===== src/rtl/seq_signed_divider.sv =====
`timescale 1ns/1ps
// Sequential signed restoring divider: 2N-bit dividend by N-bit divisor,
// truncating like Verilog / and %, fixed N+2 cycle latency, start/busy/done handshake.
module seq_signed_divider #(
   parameter int N = 4
) (
   input  logic                  clk,
   input  logic                  rst_n,
   input  logic                  start,
   input  logic signed [2*N-1:0] Dividend,
   input  logic signed [N-1:0]   Divisor,
   output logic signed [N-1:0]   Quotient,
   output logic signed [N-1:0]   Remainder,
   output logic                  busy,
   output logic                  done,
   output logic                  div_zero,
   output logic                  overflow,
   output logic [7:0]            count
);

   typedef enum logic [1:0] {IDLE, LOAD, ITER, FIX} state_t;

   localparam logic [N:0] Q_MAX_POS = (N+1)'((2**(N-1)) - 1);
   localparam logic [N:0] Q_MAX_NEG = (N+1)'(2**(N-1));

   state_t         state;
   logic [2*N-1:0] a_reg;
   logic [N-1:0]   b_reg;
   logic [N-1:0]   mag_b;
   logic [N:0]     p;
   logic [N-1:0]   shq;
   logic           sign_q;
   logic           sign_r;
   logic           pre_ovf;

   logic [2*N-1:0] mag_a_c;
   logic [N-1:0]   mag_b_c;
   logic [N:0]     p_shift;
   logic [N:0]     p_next;
   logic           p_ge;
   logic [N-1:0]   q_fix;
   logic [N-1:0]   r_fix;
   logic           range_ovf;

   // shq starts as the low dividend half and fills with quotient bits from the LSB as it shifts out.
   always_comb begin
      mag_a_c   = a_reg[2*N-1] ? -a_reg : a_reg;
      mag_b_c   = b_reg[N-1] ? -b_reg : b_reg;
      p_shift   = {p[N-1:0], shq[N-1]};
      p_ge      = (p_shift >= {1'b0, mag_b});
      p_next    = p_ge ? (p_shift - {1'b0, mag_b}) : p_shift;
      q_fix     = sign_q ? -shq : shq;
      r_fix     = sign_r ? -p[N-1:0] : p[N-1:0];
      range_ovf = pre_ovf
                | (!sign_q && ({1'b0, shq} > Q_MAX_POS))
                | ( sign_q && ({1'b0, shq} > Q_MAX_NEG));
   end

   always_ff @(posedge clk or negedge rst_n) begin
      if (!rst_n) begin
         state     <= IDLE;
         a_reg     <= '0;
         b_reg     <= '0;
         mag_b     <= '0;
         p         <= '0;
         shq       <= '0;
         sign_q    <= 1'b0;
         sign_r    <= 1'b0;
         pre_ovf   <= 1'b0;
         Quotient  <= '0;
         Remainder <= '0;
         busy      <= 1'b0;
         done      <= 1'b0;
         div_zero  <= 1'b0;
         overflow  <= 1'b0;
         count     <= '0;
      end else begin
         done <= 1'b0;
         case (state)
            IDLE: begin
               if (start) begin
                  a_reg    <= Dividend;
                  b_reg    <= Divisor;
                  div_zero <= 1'b0;
                  overflow <= 1'b0;
                  count    <= '0;
                  busy     <= 1'b1;
                  state    <= LOAD;
               end
            end
            LOAD: begin
               mag_b    <= mag_b_c;
               sign_q   <= a_reg[2*N-1] ^ b_reg[N-1];
               sign_r   <= a_reg[2*N-1];
               div_zero <= (b_reg == '0);
               pre_ovf  <= (mag_a_c[2*N-1:N] >= mag_b_c);
               p        <= {1'b0, mag_a_c[2*N-1:N]};
               shq      <= mag_a_c[N-1:0];
               state    <= ITER;
            end
            ITER: begin
               p     <= p_next;
               shq   <= {shq[N-2:0], p_ge};
               count <= count + 8'd1;
               if (count == 8'(N-1)) begin
                  state <= FIX;
               end
            end
            FIX: begin
               // Divide-by-zero takes precedence; its quotient is meaningless, so overflow stays low.
               if (div_zero || range_ovf) begin
                  Quotient  <= '0;
                  Remainder <= '0;
                  overflow  <= range_ovf & ~div_zero;
               end else begin
                  Quotient  <= $signed(q_fix);
                  Remainder <= $signed(r_fix);
                  overflow  <= 1'b0;
               end
               done  <= 1'b1;
               busy  <= 1'b0;
               state <= IDLE;
            end
            default: state <= IDLE;
         endcase
      end
   end

endmodule


===== config.mk =====
export PLATFORM = sky130hd
export DESIGN_NAME = seq_signed_divider
export DESIGN_NICKNAME = d
export VERILOG_FILES = /design/src/rtl/seq_signed_divider.sv
export SDC_FILE = /design/constraint.sdc
export NUM_CORES = 1
export LEC_CHECK = 0
export CORE_ASPECT_RATIO = 0.5
export CORE_UTILIZATION = 39
export CTS_CLUSTER_DIAMETER = 50
export DETAILED_ROUTE_END_ITERATION = 7
export PLACE_DENSITY = 0.61
export SKIP_CTS_REPAIR_TIMING = 1
export SYNTH_ARGS = -nofsm -noshare
export SYNTH_HDL_FRONTEND = slang
export SYNTH_SLANG_ARGS = --single-unit

===== constraint.sdc =====
create_clock -name clk -period 2.55 [get_ports clk]
set_input_delay 0.6375 -clock clk [delete_from_list [all_inputs] [get_ports clk]]
set_output_delay 0.6375 -clock clk [all_outputs]
set_load 0.05 [all_outputs]

==> summary.md <==
| Metric | Value |
|---|---|
| Status | completed |
| GRT Total Usage | 18.2% |
| Met2 routed WL | 2.66 mm |
| Peak supply drop | 0.000429 V |
| DR vias/cell | 5.35 |
| Port Buffers | 34 |
| Fin cells | 404 |
| CTS tree | done |
| Post-synth top area share | 43.0% |
| Setup TNS | 0 ns |
| Final #Nets | 344 |
| Synth Area in Compound Gates | 13.9% |
| F_max | 445 MHz |
| Max Used Layer | met4 |
| Cell Chain, Critical Path | clkdlybuf4s50_1 |
| Synthesis Warnings | 0 |
| Max Root-Sink Buffers | 2 |
| Cell area after synthesis | 2850 µm² |
| Final wirelength | 6.28 mm |
| Initial DRC count | 104 |
| Final core area utilization | 50.1% |
| WL met1 | 3.27 mm |
| Mux cell area share after synthesis | 9.87% |
| Mapped Avg Cell Area | 10.4 µm² |
| # diodes | 0 |
| Hold Path Class | input pin to asynchronous set/reset pin |
| Buffers plus inverters on the worst setup path | 1 |
| Hold WS | 0.196 ns |
| Max Cap Violations | 0 |
| Main combinational cell family by area after synthesis | simple AND/OR/NAND/NOR gates |
| Synth Area in Adders | 8.16% |
| Top_reg_cell synth | dfrtp_1 |
| Crit path arrival time | 1.61 ns |
| Clk_skew | 0.00755 ns |
| PwrDens | 1480 nW/µm² |
| Max FO, Critical Path | 7 |
| Final ANT Viol Nets | 0 |
| Pin count of the biggest net entering global routing | 42 |
| Syn Nets | 308 |
| Simple-Gate Fraction of Synth Area | 16.5% |
| Cell taking the most area after synthesis | dfrtp_1 |
| Total number of vias | 2163 |
| Final hold vios | 0 |
| Clk sinks | 49 |
| Unrepaired setup endpoints after global routing | false |
| Normalized max-slew margin | 61.8% |
| Clock-pin slew on the worst setup and hold paths | 0.07 ns |
| First-pass GRT wire length | 10.8 mm |
| Grt ovf | 0 |
| Initial antenna violation count | 0 |
| Critical path type | flip-flop to output port |
| Xor/xnor cell area share of the yosys netlist | 4.91% |
| Die Width | 123 µm |
| Slowest stage delay, CP | 0.84 ns |
| Critical path endpoint category | output port |
| Final HPWL DP | 4.63 mm |
| Wire per inst | 15.5 µm |
| Post-synth cell types | 54 |
| Max-slew violations | 0 |
| Finish-stage setup viols | 0 |
| Seq/Total Area, Yosys | 43.0% |
| Num ports | 35 |
| Period minus WS final | 2.25 ns |
| Total CTS buffers | 5 |
| Synth top area cells | dfrtp_1 (43%), ha_1 (7.5%), mux2_2 (6.7%) |
| Pre-CTS WS | 0.300 ns |
| Layout cells sized above 1 | 12.2% |
| Area growth syn-to-layout | 21.0% |
| Final WS setup | 0.305 ns |
| Measured slew at the worst slew-check pin | 0.572 ns |
| Placed Instances | 396 |
| Starting Density | 41.4% |
| Worst-skew pair later-pin latency | 0.30 ns |
| DRT Pass-1 Iters | 4 |
| Metal3 WL | 276 µm |
| Gate Count Post-Synth | 275 |
| Critical path's top delay family | buffers and inverters |
| Yosys reg bits | 49 |
| Post-synth EDFFs | 0 |
| Slowest stage cell, crit path | clkdlybuf4s50_1 |
| Vias in the first global route | 2192 |
| Remaining DRCs | 0 |
| DIE AREA | 7680 µm² |
| Leak pwr | 1.48 nW |
| H-Tree Level Count | 2 |
| Fraction of registers with async set or reset after synthesis | 100% |
| CTS root buffer | clkbuf_16 |
| Core area | 6880 µm² |
| Gp weighted congestion | 0.793 |
| Startpoint Class | flip-flop |
| DIE HEIGHT | 62.5 µm |
| Final worst-path cycle share | 88.1% |
| Core Rows | 21 |
| CP required | 1.91 ns |
[power by group]
| group | switching (mW) | internal, mW |
|---|---|---|
| combinational | 1.63 | 1.29 |
| clock | 0.315 | 0.366 |
| sequential | 0.405 | 1.11 |
| total | 2.35 | 2.77 |
[final timing paths]
check / start / end / slack, ns / depth (start not counted)
min reg2reg: Remainder[3] / Remainder[3] / 0.49 / 1
min in group clk: Remainder[3] / Remainder[3] / 0.49 / 1
max: count[3] / count[3] / 0.30 / 1
min: rst_n / a_reg[7] / 0.20 / 1
max in group asynchronous: rst_n / mag_b[3] / 1.86 / 2
max reg2reg: a_reg[0] / pre_ovf / 0.40 / 10
[through the flow]
stage	power, mW	area [µm²]
after floorplan	3.65	2850
after global placement	4.36	3300
after detailed placement	4.43	3300
after CTS	5.14	3450
after global routing	5.56	3450
final	5.12	3450
[cell usage in the layout (no fill, tap or decap), drive strengths merged, types with 3 or more instances in the layout]
| master | synthesis | layout |
|---|---|---|
| o2bb2ai | 8 | 8 |
| o21ai | 13 | 13 |
| mux2i | 9 | 9 |
| nor2 | 19 | 19 |
| inv | 18 | 19 |
| nand4 | 4 | 4 |
| or4 | 3 | 3 |
| nor2b | 7 | 7 |
| nor3 | 3 | 3 |
| xnor2 | 12 | 12 |
| nor4 | 4 | 4 |
| mux2 | 17 | 17 |
| a21oi | 8 | 8 |
| nand2b | 6 | 6 |
| nand3b | 3 | 3 |
| clkdlybuf4s50 | 0 | 33 |
| a22oi | 3 | 3 |
| nor4b | 3 | 3 |
| xor2 | 4 | 4 |
| buf | 5 | 4 |
| dfrtp | 49 | 49 |
| nand3 | 5 | 5 |
| o31ai | 3 | 3 |
| clkbuf | 3 | 5 |
| ha | 17 | 17 |
| nand2 | 21 | 21 |
[Yosys cell counts (2+ instances only)]
| cell type | n |
|---|---|
| clkbuf_1 | 3 |
| mux2_2 | 17 |
| nand3b_1 | 3 |
| inv_1 | 18 |
| a21o_1 | 2 |
| nand2_1 | 21 |
| o2bb2ai_1 | 8 |
| nand2b_1 | 6 |
| nor4_1 | 3 |
| buf_1 | 3 |
| ha_1 | 17 |
| o21ai_0 | 13 |
| o211ai_1 | 2 |
| mux2i_1 | 9 |
| buf_2 | 2 |
| dfrtp_1 | 49 |
| xor2_1 | 4 |
| or4_2 | 2 |
| nor4b_1 | 3 |
| nand4_1 | 4 |
| nor2_1 | 19 |
| o41ai_1 | 2 |
| nor3_1 | 3 |
| a21oi_1 | 7 |
| a22oi_1 | 3 |
| nand3_1 | 5 |
| o31ai_1 | 3 |
| xnor2_1 | 12 |
| nor2b_1 | 7 |
[cell type report]
| type | count | area (µm²) |
|---|---|---|
| clock buffer | 5 | 125 |
| timing repair buffer | 37 | 370 |
| fill | 630 | 3430 |
| inverter | 19 | 71.3 |
| tap | 92 | 115 |
| sequential | 49 | 1230 |
| multi-input combinational | 199 | 1520 |
| clock inverter | 3 | 21.3 |
[per-layer routing]
metal,vias to the layer above,global-route usage (%)
li1,1059,-
met4,0,5.18
met5,-,0
met1,1053,25.9
met3,9,4.74
met2,42,27.0
[cells by family after synthesis]
logic type,after synthesis
compound gates,53
xor+xnor,16
simple gates,86
buf+inv,27
flops,49
mux,26
fa+ha+maj,18
Note: power is estimated with default switching activity, not from simulation.
